--- src/rtl/msk_rnd_gen_if.sv ---
`default_nettype none
// ============================================================================
// Module   : msk_rnd_gen_if
// Purpose  : Seed-stream and random-output bundle of msk_rnd_gen.
// Revision : 1.0
// ============================================================================
interface msk_rnd_gen_if #(
  parameter int RND_W = 1
) ();
  logic [31:0]      seed_in;
  logic             seed_valid;
  logic             seed_ready;
  logic             rnd_en;
  logic             rnd_valid;
  logic [RND_W-1:0] rnd_ref;
  logic [RND_W-1:0] rnd_mul;
  logic             reseed_req;

  modport master (
    output seed_in, seed_valid, rnd_en,
    input  seed_ready, rnd_valid, rnd_ref, rnd_mul, reseed_req
  );

  modport slave (
    input  seed_in, seed_valid, rnd_en,
    output seed_ready, rnd_valid, rnd_ref, rnd_mul, reseed_req
  );
endinterface
`default_nettype wire

--- src/rtl/msk_rnd_gen.sv ---
`default_nettype none
// ============================================================================
// Module   : msk_rnd_gen
// Purpose  : Bank of 2*RND_W 31-bit LFSRs feeding rnd_ref/rnd_mul of masked
//            gadgets; optional periodic reseeding via MSKRND_RESEED_EN.
// Revision : 1.0
// ============================================================================
`ifndef DEFAULTSHARES
`define DEFAULTSHARES 2
`endif

module msk_rnd_gen #(
  parameter int d          = `DEFAULTSHARES,
  parameter int RND_W      = 1,
  parameter int WARMUP_CYC = 32,
  parameter int RESEED_PER = 1024
) (
  input  wire logic    clk,
  input  wire logic    rst_n,
  msk_rnd_gen_if.slave bus
);

  localparam int NL    = 2 * RND_W;
  localparam int IDX_W = $clog2(NL);
  localparam int WC_W  = $clog2(WARMUP_CYC + 1);

  localparam logic [IDX_W-1:0] IDX_LAST = IDX_W'(NL - 1);
  localparam logic [WC_W-1:0]  WARM_END = WC_W'(WARMUP_CYC);

  localparam logic [1:0] ST_IDLE = 2'd0;
  localparam logic [1:0] ST_SEED = 2'd1;
  localparam logic [1:0] ST_WARM = 2'd2;
  localparam logic [1:0] ST_RUN  = 2'd3;

  // Share count only documents the consumer; nothing here depends on it.
  generate
    if (d < 1 || WARMUP_CYC < 1 || RESEED_PER < 1) begin : g_cfg_check
    end
  endgenerate

  logic [1:0]       state;
  logic [IDX_W-1:0] idx;
  logic [WC_W-1:0]  warm_cnt;
  logic [30:0]      lfsr [NL];

  logic             seed_rdy;
  logic             rs_req;
  logic             seed_fire;
  logic             last_word;
  logic             bank_step;
  logic [30:0]      seed_word;
  logic             seed_unused;
  logic [RND_W-1:0] ref_bits;
  logic [RND_W-1:0] mul_bits;

  function automatic logic [30:0] lfsr_step(input logic [30:0] s);
    return {s[29:0], s[30] ^ s[27]};
  endfunction

  function automatic logic [30:0] nz(input logic [30:0] s);
    return (s == 31'd0) ? 31'd1 : s;
  endfunction

  assign seed_word   = bus.seed_in[30:0];
  assign seed_unused = bus.seed_in[31];
  assign seed_fire   = bus.seed_valid & seed_rdy;
  assign last_word   = (idx == IDX_LAST);
  assign bank_step   = ((state == ST_WARM) && (warm_cnt != WARM_END)) ||
                       ((state == ST_RUN) && bus.rnd_en);

`ifdef MSKRND_RESEED_EN
  localparam logic [15:0] RS_TGT = 16'(RESEED_PER);

  logic [15:0] rs_cnt;

  // Saturates at RS_TGT and holds there until the reseed's last word lands.
  always_ff @(posedge clk or negedge rst_n) begin
    if (!rst_n) begin
      rs_cnt <= '0;
    end else if (state == ST_RUN) begin
      if (seed_fire && last_word) begin
        rs_cnt <= '0;
      end else if (bus.rnd_en && (rs_cnt != RS_TGT)) begin
        rs_cnt <= rs_cnt + 16'd1;
      end
    end
  end

  assign rs_req = (state == ST_RUN) && (rs_cnt == RS_TGT);
`else
  assign rs_req = 1'b0;
`endif

  assign seed_rdy = (state == ST_SEED) || rs_req;

  always_ff @(posedge clk or negedge rst_n) begin
    if (!rst_n) begin
      state    <= ST_IDLE;
      idx      <= '0;
      warm_cnt <= '0;
    end else begin
      case (state)
        ST_IDLE: state <= ST_SEED;
        ST_SEED: begin
          if (seed_fire) begin
            if (last_word) begin
              idx      <= '0;
              warm_cnt <= '0;
              state    <= ST_WARM;
            end else begin
              idx <= idx + IDX_W'(1);
            end
          end
        end
        // One idle cycle after the last step lets valid rise WARMUP_CYC+1 after seeding.
        ST_WARM: begin
          if (warm_cnt == WARM_END) begin
            state <= ST_RUN;
          end else begin
            warm_cnt <= warm_cnt + WC_W'(1);
          end
        end
        ST_RUN: begin
          if (seed_fire) begin
            idx <= last_word ? '0 : idx + IDX_W'(1);
          end
        end
        default: state <= ST_IDLE;
      endcase
    end
  end

  always_ff @(posedge clk or negedge rst_n) begin
    if (!rst_n) begin
      for (int i = 0; i < NL; i++) begin
        lfsr[i] <= '0;
      end
    end else begin
      for (int i = 0; i < NL; i++) begin
        if (seed_fire && (idx == IDX_W'(i))) begin
`ifdef MSKRND_RESEED_EN
          lfsr[i] <= nz((state == ST_RUN) ? (lfsr_step(lfsr[i]) ^ seed_word) : seed_word);
`else
          lfsr[i] <= nz(seed_word);
`endif
        end else if (bank_step) begin
          lfsr[i] <= lfsr_step(lfsr[i]);
        end
      end
    end
  end

  always_comb begin
    ref_bits = '0;
    mul_bits = '0;
    for (int i = 0; i < RND_W; i++) begin
      ref_bits[i] = lfsr[i][30];
      mul_bits[i] = lfsr[RND_W + i][30];
    end
  end

  assign bus.rnd_ref    = ref_bits;
  assign bus.rnd_mul    = mul_bits;
  assign bus.rnd_valid  = (state == ST_RUN);
  assign bus.seed_ready = seed_rdy;
  assign bus.reseed_req = rs_req;

endmodule
`default_nettype wire

--- src/flat_wrapper.sv ---
// flat-port wrapper written by rule: the top's interface ports become plain ports
module msk_rnd_gen_flat 
#(
  parameter int d          = `DEFAULTSHARES,
  parameter int RND_W      = 1,
  parameter int WARMUP_CYC = 32,
  parameter int RESEED_PER = 1024
)
  (clk, rst_n, bus_seed_in, bus_seed_valid, bus_rnd_en, bus_seed_ready, bus_rnd_valid, bus_rnd_ref, bus_rnd_mul, bus_reseed_req);
  msk_rnd_gen_if #(.RND_W(RND_W)) bus_i ();
  input  wire logic clk;
  input  wire logic rst_n;
  input wire logic [$bits(bus_i.seed_in)-1:0] bus_seed_in;
  input wire logic [$bits(bus_i.seed_valid)-1:0] bus_seed_valid;
  input wire logic [$bits(bus_i.rnd_en)-1:0] bus_rnd_en;
  output wire logic [$bits(bus_i.seed_ready)-1:0] bus_seed_ready;
  output wire logic [$bits(bus_i.rnd_valid)-1:0] bus_rnd_valid;
  output wire logic [$bits(bus_i.rnd_ref)-1:0] bus_rnd_ref;
  output wire logic [$bits(bus_i.rnd_mul)-1:0] bus_rnd_mul;
  output wire logic [$bits(bus_i.reseed_req)-1:0] bus_reseed_req;
  assign bus_i.seed_in = bus_seed_in;
  assign bus_i.seed_valid = bus_seed_valid;
  assign bus_i.rnd_en = bus_rnd_en;
  assign bus_seed_ready = bus_i.seed_ready;
  assign bus_rnd_valid = bus_i.rnd_valid;
  assign bus_rnd_ref = bus_i.rnd_ref;
  assign bus_rnd_mul = bus_i.rnd_mul;
  assign bus_reseed_req = bus_i.reseed_req;
  msk_rnd_gen #(.d(d), .RND_W(RND_W), .WARMUP_CYC(WARMUP_CYC), .RESEED_PER(RESEED_PER)) u_core (.clk(clk), .rst_n(rst_n), .bus(bus_i));
endmodule
--- config.mk ---
export PLATFORM = sky130hd
export DESIGN_NAME = msk_rnd_gen_flat
export DESIGN_NICKNAME = d
export VERILOG_FILES = /design/src/rtl/msk_rnd_gen_if.sv /design/src/rtl/msk_rnd_gen.sv /design/src/flat_wrapper.sv
export SDC_FILE = /design/constraint.sdc
export NUM_CORES = 1
export LEC_CHECK = 0
export BUFFER_PORTS_ARGS = -buffer_cell sky130_fd_sc_hd__buf_2
export CORE_MARGIN = 1
export CORE_UTILIZATION = 58
export CTS_CLUSTER_DIAMETER = 50
export DETAILED_ROUTE_END_ITERATION = 8
export PLACE_DENSITY = 0.8
export SYNTH_ARGS = -nofsm -noshare
export SYNTH_HDL_FRONTEND = slang
export SYNTH_SLANG_ARGS = --single-unit
--- constraint.sdc ---
create_clock -name clk -period 2.2 [get_ports clk]
set_input_delay 0.11 -clock clk [delete_from_list [all_inputs] [get_ports clk]]
set_output_delay 0.11 -clock clk [all_outputs]
set_load 0.02 [all_outputs]
==> Yosys cells after proc, flatten, opt, wreduce, memory -nomap -nowiden <==
Index checks and enable logic that the tools add are counted.
Widths: inputs -> output; s select.
{ "op_classes": {"n_mux": 14, "addsub": 2, "n_bitwise": 4, "eq_ne": 9, "n_reduce_logical": 15} }
{ "op_table": {"columns": ["operator", "count"], "rows": [
  ["$mux 31", 5],
  ["$logic_not 31->1", 1],
  ["$mux 6", 3],
  ["$pmux 6 s2", 1],
  ["$reduce_and 4->1", 2],
  ["$add 6x1->6 const B", 1],
  ["$eq 6x6->1 const B", 1],
  ["$mux 2", 3],
  ["$ne 2x2->1 const B", 3],
  ["$ne 6x6->1 const B", 1],
  ["$pmux 2 s3", 1],
  ["$reduce_bool 2->1", 3],
  ["$eq 2x2->1 const B", 2],
  ["$logic_and 1x1->1", 4],
  ["$reduce_bool 3->1", 1],
  ["$eq 2x1->1 const B", 1],
  ["$logic_not 2->1", 1],
  ["$ne 2x1->1 const B", 1],
  ["$reduce_and 2->1", 1],
  ["$reduce_or 2->1", 1],
  ["$xor 1x1->1", 2],
  ["$add 1x1->1 const B", 1],
  ["$and 1x1->1", 1],
  ["$logic_or 1x1->1", 1],
  ["2 further kinds", 2]
]} }
{ "totals": {"ff_bits": 71, "elab_cells": 49, "output_inout_bits": 5} }

==> Logic depth before layout (Yosys ltp) <==
Gate-level depths: netlist (run 1).
{ "logic_depth": {"depth_word": 5, "mapped_depth": 8} }

==> Worst setup path after synthesis (run 1) <==
No wires, ideal clock.
{ "synth_timing": {"kind": "flip-flop to flip-flop", "start": "reg u_core.state[1]", "end": "reg u_core.lfsr[32] (netlist name)", "slack_ps": 339, "t_required_ps": 2063, "setup_ps": 137, "path_stages_with_launch": 9, "t_arrival_ps": 1724, "path_buffers": 2, "cell_sequence": "dfrtp_1 inv_1 ha_1 nand2_1 or2_2 clkbuf_1 clkbuf_1 nor2_1 a21oi_1"} }
{ "synth_via": {"elab_chain_cells": 4} }
{ "synth_lines": {"columns": ["item", "line", "text"], "rows": [
  ["start, declared", "msk_rnd_gen.sv:41", "logic [1:0] state;"],
  ["start signal, assigned", "msk_rnd_gen.sv:98", "state <= ST_IDLE;"],
  ["start signal, assigned", "msk_rnd_gen.sv:103", "ST_IDLE: state <= ST_SEED;"],
  ["start signal, assigned", "msk_rnd_gen.sv:109", "state <= ST_WARM;"],
  ["$eq 2x1->1 *", "msk_rnd_gen.sv:94", "assign seed_rdy = (state == ST_SEED) || rs_req;"],
  ["named net bus_seed_ready", "flat_wrapper.sv:16", "output wire logic [$bits(bus_i.seed_ready)-1:0] bus_seed_ready;"],
  ["$and 1x1->1 *", "msk_rnd_gen.sv:66", "assign seed_fire = bus.seed_valid & seed_rdy;"],
  ["$logic_and 1x1->1 *", "msk_rnd_gen.sv:140", "if (seed_fire && (idx == IDX_W'(i))) begin"],
  ["$mux 31 / $reduce_bool 2->1 (equally long branches)", null, null],
  ["end signal, assigned by index", "msk_rnd_gen.sv:144", "lfsr[i] <= nz(seed_word);"],
  ["end signal, assigned by index", "msk_rnd_gen.sv:147", "lfsr[i] <= lfsr_step(lfsr[i]);"],
  ["end, declared", "msk_rnd_gen.sv:44", "logic [30:0] lfsr [NL];"]
]} }
The timed path passes the listed nets; every way through them passes the cells marked *.
A chain may end at the register's enable or synchronous reset.

==> Final worst setup path (run 1) <==
{ "layout_timing": {"start": "reg u_core.state[1]", "end": "reg u_core.lfsr[60] (netlist name)"} }
{ "layout_via": {"elab_chain_cells": 4} }
{ "layout_lines": {"columns": ["item", "line"], "rows": [
  ["$eq 2x1->1, or another cell as far along", "msk_rnd_gen.sv:94"],
  ["$and 1x1->1, or another cell as far along", "msk_rnd_gen.sv:66"],
  ["$logic_and 1x1->1 / $logic_or 1x1->1 (equally long branches)", "msk_rnd_gen.sv:140, msk_rnd_gen.sv:68"],
  ["$mux 31 / $reduce_bool 2->1 (equally long branches)", null]
]} }
Several ways; a longest one is shown, not always the timed one.

==> flow_metrics.py, run 1 <==
metrics = {
    "drt": {
        "wirelength_mm": 6.92,
        "drc_errors": 0,
        "antenna_left": 0,
        "detail_route.vias_per_cell": 5.58,
        "dr_total_vias": 2552,
        "drtIter0Drc": 219,
        "firstDrtPassIters": 4,
        "wire_per_inst_um": 15.1,
    },
    "placement": {
        "io_buffers": 38,
        "place.gp.congestion": 0.796,
        "place_area_um2": 3770,
        "dpl.hpwl_mm": 4.56,
    },
    "cells_and_area": {
        "layout_common_cells": "dfrtp_1 (71), mux2i_1 (66), buf_2 (38)",
        "multi_input_area_um2": 1620,
        "stdcell_area_um2": 4000,
        "regArea_um2": 1780,
        "antenna_cells": 0,
        "n_fill_cell": 462,
        "nets": 419,
        "drive_gt1_frac": 0.168,
        "final_common_cell": "dfrtp_1",
        "synthToLayoutAreaGrowth_pct": 13.3,
    },
    "timing": {
        "max_freq_mhz": 518,
        "fin_crit_ps": 1930,
        "setup_violations": 0,
        "clock_skew_ps": 10.6,
        "relSlewSlack": 0.609,
        "worst_slew_pin_slew_ps": 586,
        "finalSetupTns_ps": 0,
        "rsz0062_at_grt": "false",
        "finalCritPeriodShare": 0.877,
        "slew_violations": 0,
        "hold_viol_final": 0,
    },
    "run": {
        "drv_cap": 0,
    },
    "clocking": {
        "numCtsBuffers": 9,
        "cts-root-buf": "clkbuf_8",
        "clk_latency_ps": 340,
        "h-tree-depth": 3,
        "clock-sinks": 71,
        "tritoncts": "built",
        "cts_setup_buffers": 0,
        "clk_pin_slew_ps": 80,
        "cts_buffer_depth": 2,
    },
    "worst_setup_path": {
        "path_buf_inv": 2,
        "timing.rr.start": "u_core.state[1]",
        "path_class": "flop to flop",
        "cp-end-kind": "flop",
        "cp_slowest_cell": "dfrtp_1",
        "cp_max_fo": 62,
        "required_ps": 2390,
        "crit_arrival_ps": 2120,
        "crit_path_cell_trace": "inv_1, ha_1, nand2_1, or2_2, buf_4, nor2_1, a21oi_1",
        "critPathMaxStageDelay_ps": 420,
        "crit_family": "simple AND/OR/NAND/NOR gates",
        "cp-start-kind": "flop",
        "worstSetupStartpoint": "u_core.state[1]",
    },
    "synth": {
        "async_reset_ff_frac": 1.00,
        "synth-seq-cells": 71,
        "synth_cell_types": 33,
        "syn_area_per_cell_um2": 10.3,
        "yosys_warnings": 0,
        "syn_area_um2": 3530,
        "synth-edff-count": 0,
        "synthCells": 343,
        "synth_nets": 385,
        "synth-main-ff-cell": "dfrtp_1",
        "ys_seq_area_frac": 0.503,
    },
    "power_and_ir_drop": {
        "max-vdd-ir-drop_mv": 0.465,
        "switching_power_uw": 583,
        "leakagePower_uw": 0.00205,
        "powerDensity_nw_per_um2": 632,
        "swShare": 0.230,
        "combPwrFrac": 0.058,
        "p_clk_frac": 0.426,
        "internal_power_uw": 1950,
        "p_seq_frac": 0.515,
    },
    "global_route": {
        "gr-usage-all-layers": 0.241,
        "antenna_found_initial": 0,
        "grt_pass1_vias": 2494,
        "grt_pass1_wl_mm": 11.8,
        "grt_overflow": 0,
        "grt_max_degree": 72,
    },
    "status": {
        "outcome": "finished, final reports clean",
    },
    "die": {
        "dieArea_um2": 6410,
        "die_h_um": 80.1,
        "start_util": 0.600,
        "core_area_um2": 5890,
        "rows": 28,
        "ios": 41,
        "die_w_um": 80.1,
    },
    "worst_hold_path": {
        "min_from": "bus_seed_in[23]",
        "hold_path_class": "input pin to flop",
    },
}
## registers in the layout, summed over array words and instances, names as in the netlist
| signal | cells |
|---|---|
| u_core.warm_cnt | 6 |
| u_core.state | 2 |
| u_core.bus.rnd_mul | 1 |
| u_core.bus.rnd_ref | 1 |
| u_core.idx | 1 |
| u_core.lfsr | 60 |
## routing by layer
metal,GRT usage,routed length (um)
met5,0,0
met4,0.104,159
met3,0.0443,269
met2,0.371,3130
met1,0.336,3360
## power by group through the flow
stage | Clock (uW) | Sequential (uW) | Combinational (uW)
final | 1080 | 1300 | 148
after global routing | 1140 | 1300 | 162
after CTS | 1090 | 1300 | 149
after detailed placement | 0 | 1330 | 146
after global placement | 0 | 1330 | 145
after floorplan | 0 | 1330 | 63.6
## synth_stat cells (2+ instances only)
| cell type | n | area, um2 |
|---|---|---|
| a211o_1 | 2 | 17.5 |
| a211oi_1 | 2 | 15.0 |
| a21oi_1 | 30 | 150 |
| a22o_1 | 3 | 26.3 |
| and3_1 | 2 | 12.5 |
| buf_4 | 2 | 15.0 |
| buf_6 | 6 | 67.6 |
| clkbuf_1 | 15 | 56.3 |
| dfrtp_1 | 71 | 1780 |
| ha_1 | 6 | 75.1 |
| inv_1 | 4 | 15.0 |
| mux2i_1 | 66 | 661 |
| nand2_1 | 36 | 135 |
| nand2b_1 | 2 | 12.5 |
| nand3_1 | 3 | 15.0 |
| nor2_1 | 36 | 135 |
| nor4_1 | 7 | 43.8 |
| o2111ai_1 | 2 | 17.5 |
| o21ai_0 | 21 | 105 |
| o21ai_1 | 11 | 55.1 |
| xor2_1 | 4 | 35.0 |
## layout make-up
type / instances / share of cell area
flip-flops and latches: 71 / 0.444
multi-input cells: 245 / 0.404
repair buffers: 46 / 0.0731
inverters: 4 / 0.00375
clock buffers: 11 / 0.0378
well taps: 75 / 0.0234
clock inverters: 5 / 0.0141
## cell families (layout without fill, tap and decap cells)
| logic type | count (synthesis) | count (layout) | share of synthesized area |
|---|---|---|---|
| adder cells (fa/ha/maj) | 6 | 6 | 0.0212 |
| AO/OA/AOI/OAI | 77 | 77 | 0.125 |
| AND/OR/NAND/NOR | 91 | 91 | 0.110 |
| XOR/XNOR | 4 | 4 | 0.00991 |
| other | 1 | 1 | 0.00106 |
| flip-flops | 71 | 71 | 0.503 |
| buffers and inverters | 27 | 66 | 0.0436 |
| multiplexers | 66 | 66 | 0.187 |
## per-stage QoR
| step | std cells | hold slack, ps | setup WS [ps] | total power [uW] | utilization |
|---|---|---|---|---|---|
| finish | 457 | 10.6 | 271 | 2530 | 0.680 |
| global route | 457 | 14.6 | 82.5 | 2610 | 0.680 |
| CTS | 457 | 3.11 | 176 | 2540 | 0.680 |
| detailed placement | 439 | 163 | 179 | 1480 | 0.641 |
| global placement | 439 | 167 | 237 | 1480 | 0.641 |
| floorplan | 343 | -186 | 339 | 1390 | - |
## worst register-to-register path, cell delays in order, from the launching register on
cell and delay (ps):
dfrtp_1 420, inv_1 100, ha_1 330, nand2_1 100, or2_2 280, buf_4 310
nor2_1 180, a21oi_1 60
## timing repair
action / in CTS / in global routing
endpoints found under the setup margin: 0 / 1
hold endpoints to repair: 72 / 0
hold buffers: 2 / 0
resized for setup: 0 / 1
## worst paths after layout
check | depth (start not counted) | slack, ps | endpoint
min reg2reg | 2 | 510 | u_core.idx
min in group asynchronous | 3 | 320 | u_core.lfsr[48]
max in group asynchronous | 3 | 1580 | u_core.lfsr[21]
min | 3 | 10 | u_core.lfsr[23]
max | 7 | 270 | u_core.lfsr[60]
max reg2reg | 7 | 270 | u_core.lfsr[60]
Power figures use the tool's default switching activity.
==> inputs of run 2 (changes only) <==
--- a/config.mk
+++ b/config.mk
@@ -5,12 +5,13 @@
 export SDC_FILE = /design/constraint.sdc
 export NUM_CORES = 1
 export LEC_CHECK = 0
-export BUFFER_PORTS_ARGS = -buffer_cell sky130_fd_sc_hd__buf_2
+export BUFFER_PORTS_ARGS = -buffer_cell sky130_fd_sc_hd__clkbuf_2
 export CORE_MARGIN = 1
 export CORE_UTILIZATION = 58
 export CTS_CLUSTER_DIAMETER = 50
 export DETAILED_ROUTE_END_ITERATION = 8
 export PLACE_DENSITY = 0.8
+export RECOVER_POWER = 25
 export SYNTH_ARGS = -nofsm -noshare
 export SYNTH_HDL_FRONTEND = slang
 export SYNTH_SLANG_ARGS = --single-unit
==> run 2 against run 1 <==
Via count unchanged. Clock skew decreased by 4.1 ps. Non-clock buffer count increased by 1. Combinational power about the same.
==> flow_metrics.py, run 2 (same netlist as run 1, synthesis figures left out) <==
metrics = {
    "timing": {
        "relSlewSlack": 0.0608,
        "max_freq_mhz": 488,
        "rsz0062_at_grt": "false",
        "setup_violations": 0,
        "clock_skew_ps": 6.49,
        "hold_viol_final": 0,
        "finalCritPeriodShare": 0.932,
        "slew_violations": 0,
        "fin_crit_ps": 2050,
        "finalSetupTns_ps": 0,
        "worst_slew_pin_slew_ps": 1410,
    },
    "clocking": {
        "numCtsBuffers": 9,
        "cts_setup_buffers": 0,
        "hold_buffers": 2,
        "tritoncts": "built",
        "clk_latency_ps": 340,
        "ctsResizeCount": 0,
        "h-tree-depth": 3,
        "clock-sinks": 71,
        "cts_buffer_depth": 2,
        "clk_pin_slew_ps": 70,
        "cts-root-buf": "clkbuf_8",
    },
    "worst_hold_path": {
        "min_from": "bus_seed_in[25]",
        "hold_path_class": "input pin to flop",
        "hold-path-cell-count": 3,
        "worstHoldEndpoint": "u_core.lfsr[25]",
    },
    "global_route": {
        "grt_pass1_vias": 2441,
        "grt_pass1_wl_mm": 11.5,
        "grt_max_degree": 63,
        "grt_overflow": 0,
        "gr-usage-all-layers": 0.238,
        "antenna_found_initial": 0,
    },
    "power_and_ir_drop": {
        "fin_total_pwr_uw": 2460,
        "powerDensity_nw_per_um2": 619,
        "leakagePower_uw": 0.00204,
        "max-vdd-ir-drop_mv": 0.505,
    },
    "drt": {
        "dr_total_vias": 2552,
        "drc_errors": 0,
        "wire_per_inst_um": 14.9,
        "antenna_left": 0,
        "wirelength_mm": 6.79,
        "drtIter0Drc": 177,
        "firstDrtPassIters": 4,
        "detail_route.vias_per_cell": 5.61,
    },
    "cells_and_area": {
        "final_common_cell": "dfrtp_1",
        "nets": 420,
        "final_cells": 455,
        "largest_register_ffs": 60,
        "largestRegisters": "u_core.lfsr (60), u_core.warm_cnt (6), u_core.state (2)",
        "drive_gt1_frac": 0.150,
        "synthToLayoutAreaGrowth_pct": 12.4,
        "layout_common_cells": "dfrtp_1 (71), mux2i_1 (66), nand2_1 (36), nor2_1 (36), clkbuf_2 (35)",
        "top_register": "u_core.lfsr",
        "stdcell_area_um2": 3970,
        "final_util": 0.675,
        "antenna_cells": 0,
    },
    "die": {
        "start_util": 0.600,
        "die_w_um": 80.1,
        "die_h_um": 80.1,
        "core_area_um2": 5890,
        "rows": 28,
        "ios": 41,
        "dieArea_um2": 6410,
    },
    "worst_setup_path": {
        "cp_max_fo": 35,
        "crit_arrival_ps": 2240,
        "reg2reg_to": "u_core.lfsr[31]",
        "required_ps": 2390,
        "timing.rr.start": "u_core.state[0]",
        "cp-start-kind": "flop",
        "r2r_setup_slack_ps": 150,
        "cp-end-kind": "flop",
        "rr_worst_depth": 7,
        "path_class": "flop to flop",
    },
    "status": {
        "outcome": "finished, final reports clean",
    },
    "placement": {
        "numPlacedInstances": 440,
        "place.gp.congestion": 0.796,
        "place_area_um2": 3770,
        "dpl.hpwl_mm": 4.71,
        "io_buffers": 38,
    },
    "run": {
        "drv_cap": 0,
    },
}
run 2: cell types whose count changed in the layout (fill, tap and decap cells not counted), moves of 2 or more:
cell      change
buf_4         +2
clkbuf_1      +4
clkinv_2      -2
clkbuf_2     +35
buf_2        -38
run 2: stage by stage:
| stage | setup slack [ps] | hold slack (ps) |
|---|---|---|
| floorplan | 339 | -186 |
| global route | 30.6 | 6.11 |
| CTS | 136 | 1.43 |
| finish | 150 | 14.6 |
| detailed placement | 143 | 146 |
| global placement | 236 | 137 |
run 2: worst max path at each step:
| stage | startpoint | to | slack, ps |
|---|---|---|---|
| global placement | u_core.state[0] | u_core.lfsr[31] | 240 |
| detailed placement | u_core.state[0] | u_core.lfsr[31] | 140 |
| global route | u_core.state[0] | u_core.lfsr[31] | 30 |
| finish | u_core.state[0] | u_core.lfsr[31] | 150 |
| CTS | u_core.state[0] | u_core.lfsr[31] | 140 |
| floorplan | u_core.state[1] | u_core.lfsr[32] | 340 |
run 2: final cells by class:
type / instances / area (um2)
Inverter: 4 / 15.0
Clock buffer: 12 / 155
Clock inverter: 1 / 30.0
Fill cell: 483 / 1920
Tap cell: 75 / 93.8
Timing Repair Buffer: 47 / 284
Sequential cell: 71 / 1780
Multi-Input combinational cell: 245 / 1620
run 2: power by group:
part	internal, uW	switching, uW
Sequential	1310	0
Clock	568	438
Combinational	58.5	87.5
run 2: critical path, stage by stage, from the launching register on:
cell and delay [ps]:
dfrtp_1 420, inv_1 90, ha_1 400, o31a_1 220, a221o_4 150, buf_12 260
mux2i_1 260, mux2i_1 100
run 2: layer usage:
metal / GRT usage / routed length (um)
met1: 0.305 / 3270
met3: 0.0523 / 206
met2: 0.391 / 3200
met5: 0 / 0
met4: 0.102 / 114
==> inputs of run 3 (changes only) <==
--- a/config.mk
+++ b/config.mk
@@ -6,7 +6,7 @@
 export NUM_CORES = 1
 export LEC_CHECK = 0
 export BUFFER_PORTS_ARGS = -buffer_cell sky130_fd_sc_hd__clkbuf_2
-export CORE_MARGIN = 1
+export CORE_MARGIN = 2
 export CORE_UTILIZATION = 58
 export CTS_CLUSTER_DIAMETER = 50
 export DETAILED_ROUTE_END_ITERATION = 8
==> run 3 against run 2 <==
The run now ends with max-capacitance violations, max-slew violations left. Fmax is 0.41% lower. First-iteration DRC count grew 4.5%. Critical path type unchanged. Combinational power about the same. Sequential power barely moved. Setup slack worse by 8.4 ps.
==> flow_metrics.py, run 3 (same netlist as run 1, synthesis figures left out) <==
metrics = {
    "placement": {
        "dpl.hpwl_mm": 4.72,
        "place.gp.congestion": 0.803,
        "io_buffers": 38,
    },
    "clocking": {
        "clk_latency_ps": 330,
        "clk_pin_slew_ps": 70,
        "tritoncts": "built",
        "cts_buffer_depth": 2,
        "cts_setup_buffers": 0,
        "cts-root-buf": "clkbuf_8",
        "numCtsBuffers": 9,
        "clock-sinks": 71,
        "h-tree-depth": 3,
    },
    "cells_and_area": {
        "final_util": 0.669,
        "drive_gt1_frac": 0.151,
        "multi_input_area_um2": 1620,
        "regArea_um2": 1780,
        "final_common_cell": "dfrtp_1",
        "largestRegisters": "u_core.lfsr (60), u_core.warm_cnt (6), u_core.state (2)",
        "n_fill_cell": 488,
        "layout_common_cells": "dfrtp_1 (71), mux2i_1 (66), nand2_1 (36), nor2_1 (36), clkbuf_2 (35)",
        "nets": 420,
        "largest_register_ffs": 60,
        "top_register": "u_core.lfsr",
        "synthToLayoutAreaGrowth_pct": 12.1,
        "antenna_cells": 0,
    },
    "global_route": {
        "gr-usage-all-layers": 0.231,
        "grt_overflow": 0,
        "antenna_found_initial": 0,
        "grt_pass1_wl_mm": 11.8,
        "grt_max_degree": 63,
        "grt_pass1_vias": 2559,
    },
    "worst_setup_path": {
        "cp-end-kind": "flop",
        "crit_family": "buffers and inverters",
        "crit_path_cell_trace": "inv_1, ha_1, o31a_1, a221o_4, buf_16, mux2i_1, a21oi_1",
        "r2r_setup_slack_ps": 140,
        "path_class": "flop to flop",
        "path_buf_inv": 2,
        "critPathMaxStageDelay_ps": 420,
        "crit_arrival_ps": 2240,
        "cp_max_fo": 62,
        "required_ps": 2390,
        "cp-start-kind": "flop",
        "cp_slowest_cell": "dfrtp_1",
    },
    "status": {
        "outcome": "finished, violations left",
        "violations": "max-capacitance violations, max-slew violations",
    },
    "drt": {
        "wire_per_inst_um": 14.9,
        "dr_total_vias": 2581,
        "firstDrtPassIters": 4,
        "wirelength_mm": 6.82,
        "drtIter0Drc": 185,
        "antenna_left": 0,
        "drc_errors": 0,
        "detail_route.vias_per_cell": 5.64,
    },
    "timing": {
        "hold_viol_final": 0,
        "clock_skew_ps": 7.55,
        "slew_violations": 29,
        "finalSetupTns_ps": 0,
        "setup_violations": 0,
        "max_freq_mhz": 486,
        "fin_crit_ps": 2060,
        "relSlewSlack": -0.0231,
        "worst_slew_pin_slew_ps": 1530,
        "rsz0062_at_grt": "false",
        "finalCritPeriodShare": 0.936,
    },
    "die": {
        "dieArea_um2": 6730,
        "ios": 41,
        "start_util": 0.597,
        "rows": 28,
        "die_h_um": 82.1,
        "core_area_um2": 5920,
        "die_w_um": 82.1,
    },
    "worst_hold_path": {
        "hold_path_class": "input pin to flop",
    },
    "power_and_ir_drop": {
        "max-vdd-ir-drop_mv": 0.372,
        "powerDensity_nw_per_um2": 599,
        "leakagePower_uw": 0.00203,
    },
    "run": {
        "drv_cap": 1,
    },
}
==> run 3: area by class of cell <==
class / instances / share of cell area
clock inverter: 3 / 0.00442
sequential: 71 / 0.448
multi-input combinational: 245 / 0.408
inverter: 4 / 0.00379
tap: 75 / 0.0237
timing repair buffer: 47 / 0.0720
clock buffer: 13 / 0.0401
==> run 3: final timing paths <==
kind / cells past startpoint / startpoint / end
worst max-delay path: 7 / u_core.state[0] / u_core.lfsr[59]
worst min-delay path: 3 / bus_seed_in[5] / u_core.lfsr[5]
worst max register to register: 7 / u_core.state[0] / u_core.lfsr[59]
worst min register to register: 2 / u_core.idx / u_core.idx
max in group asynchronous: 3 / rst_n / u_core.lfsr[60]
min in group asynchronous: 2 / rst_n / u_core.lfsr[6]
==> run 3: tightest hold or removal path, stage by stage <==
cell,delay [ps]
clkbuf_2,100
nand2_1,50
o21ai_1,50
==> run 3: what timing repair did <==
action,4_1_cts,5_1_grt
resized for setup,0,1
setup endpoints to repair,0,2
hold buffers,3,0
hold endpoints to repair,29,0
==> run 3: metrics by stage <==
| step | hold slack, ps | instance area [um2] | total power (uW) | cells | setup slack (ps) |
|---|---|---|---|---|---|
| 6_report | 20.5 | 3960 | 2370 | 458 | 142 |
| 5_1_grt | 2.40 | 3960 | 2490 | 458 | 11.3 |
| 4_1_cts | 0.885 | 3970 | 2410 | 458 | 121 |
| 3_5_place_dp | 181 | 3760 | 1470 | 439 | 169 |
| 3_3_place_gp | 171 | 3760 | 1470 | 439 | 248 |
| 2_1_floorplan | -186 | 3530 | 1390 | 343 | 339 |
==> run 3: routing by layer <==
metal	GRT usage	share of wire
met3	0.0670	0.033
met4	0.0550	0.0067
met1	0.296	0.46
met2	0.387	0.50
met5	0	0
==> run 3: power by group <==
group / internal (uW) / total (uW) / switching [uW] / leakage (uW)
clock: 468 / 926 / 458 / 0.0000894
sequential: 1300 / 1300 / 0 / 0.000977
combinational: 57.6 / 143 / 85.3 / 0.000964
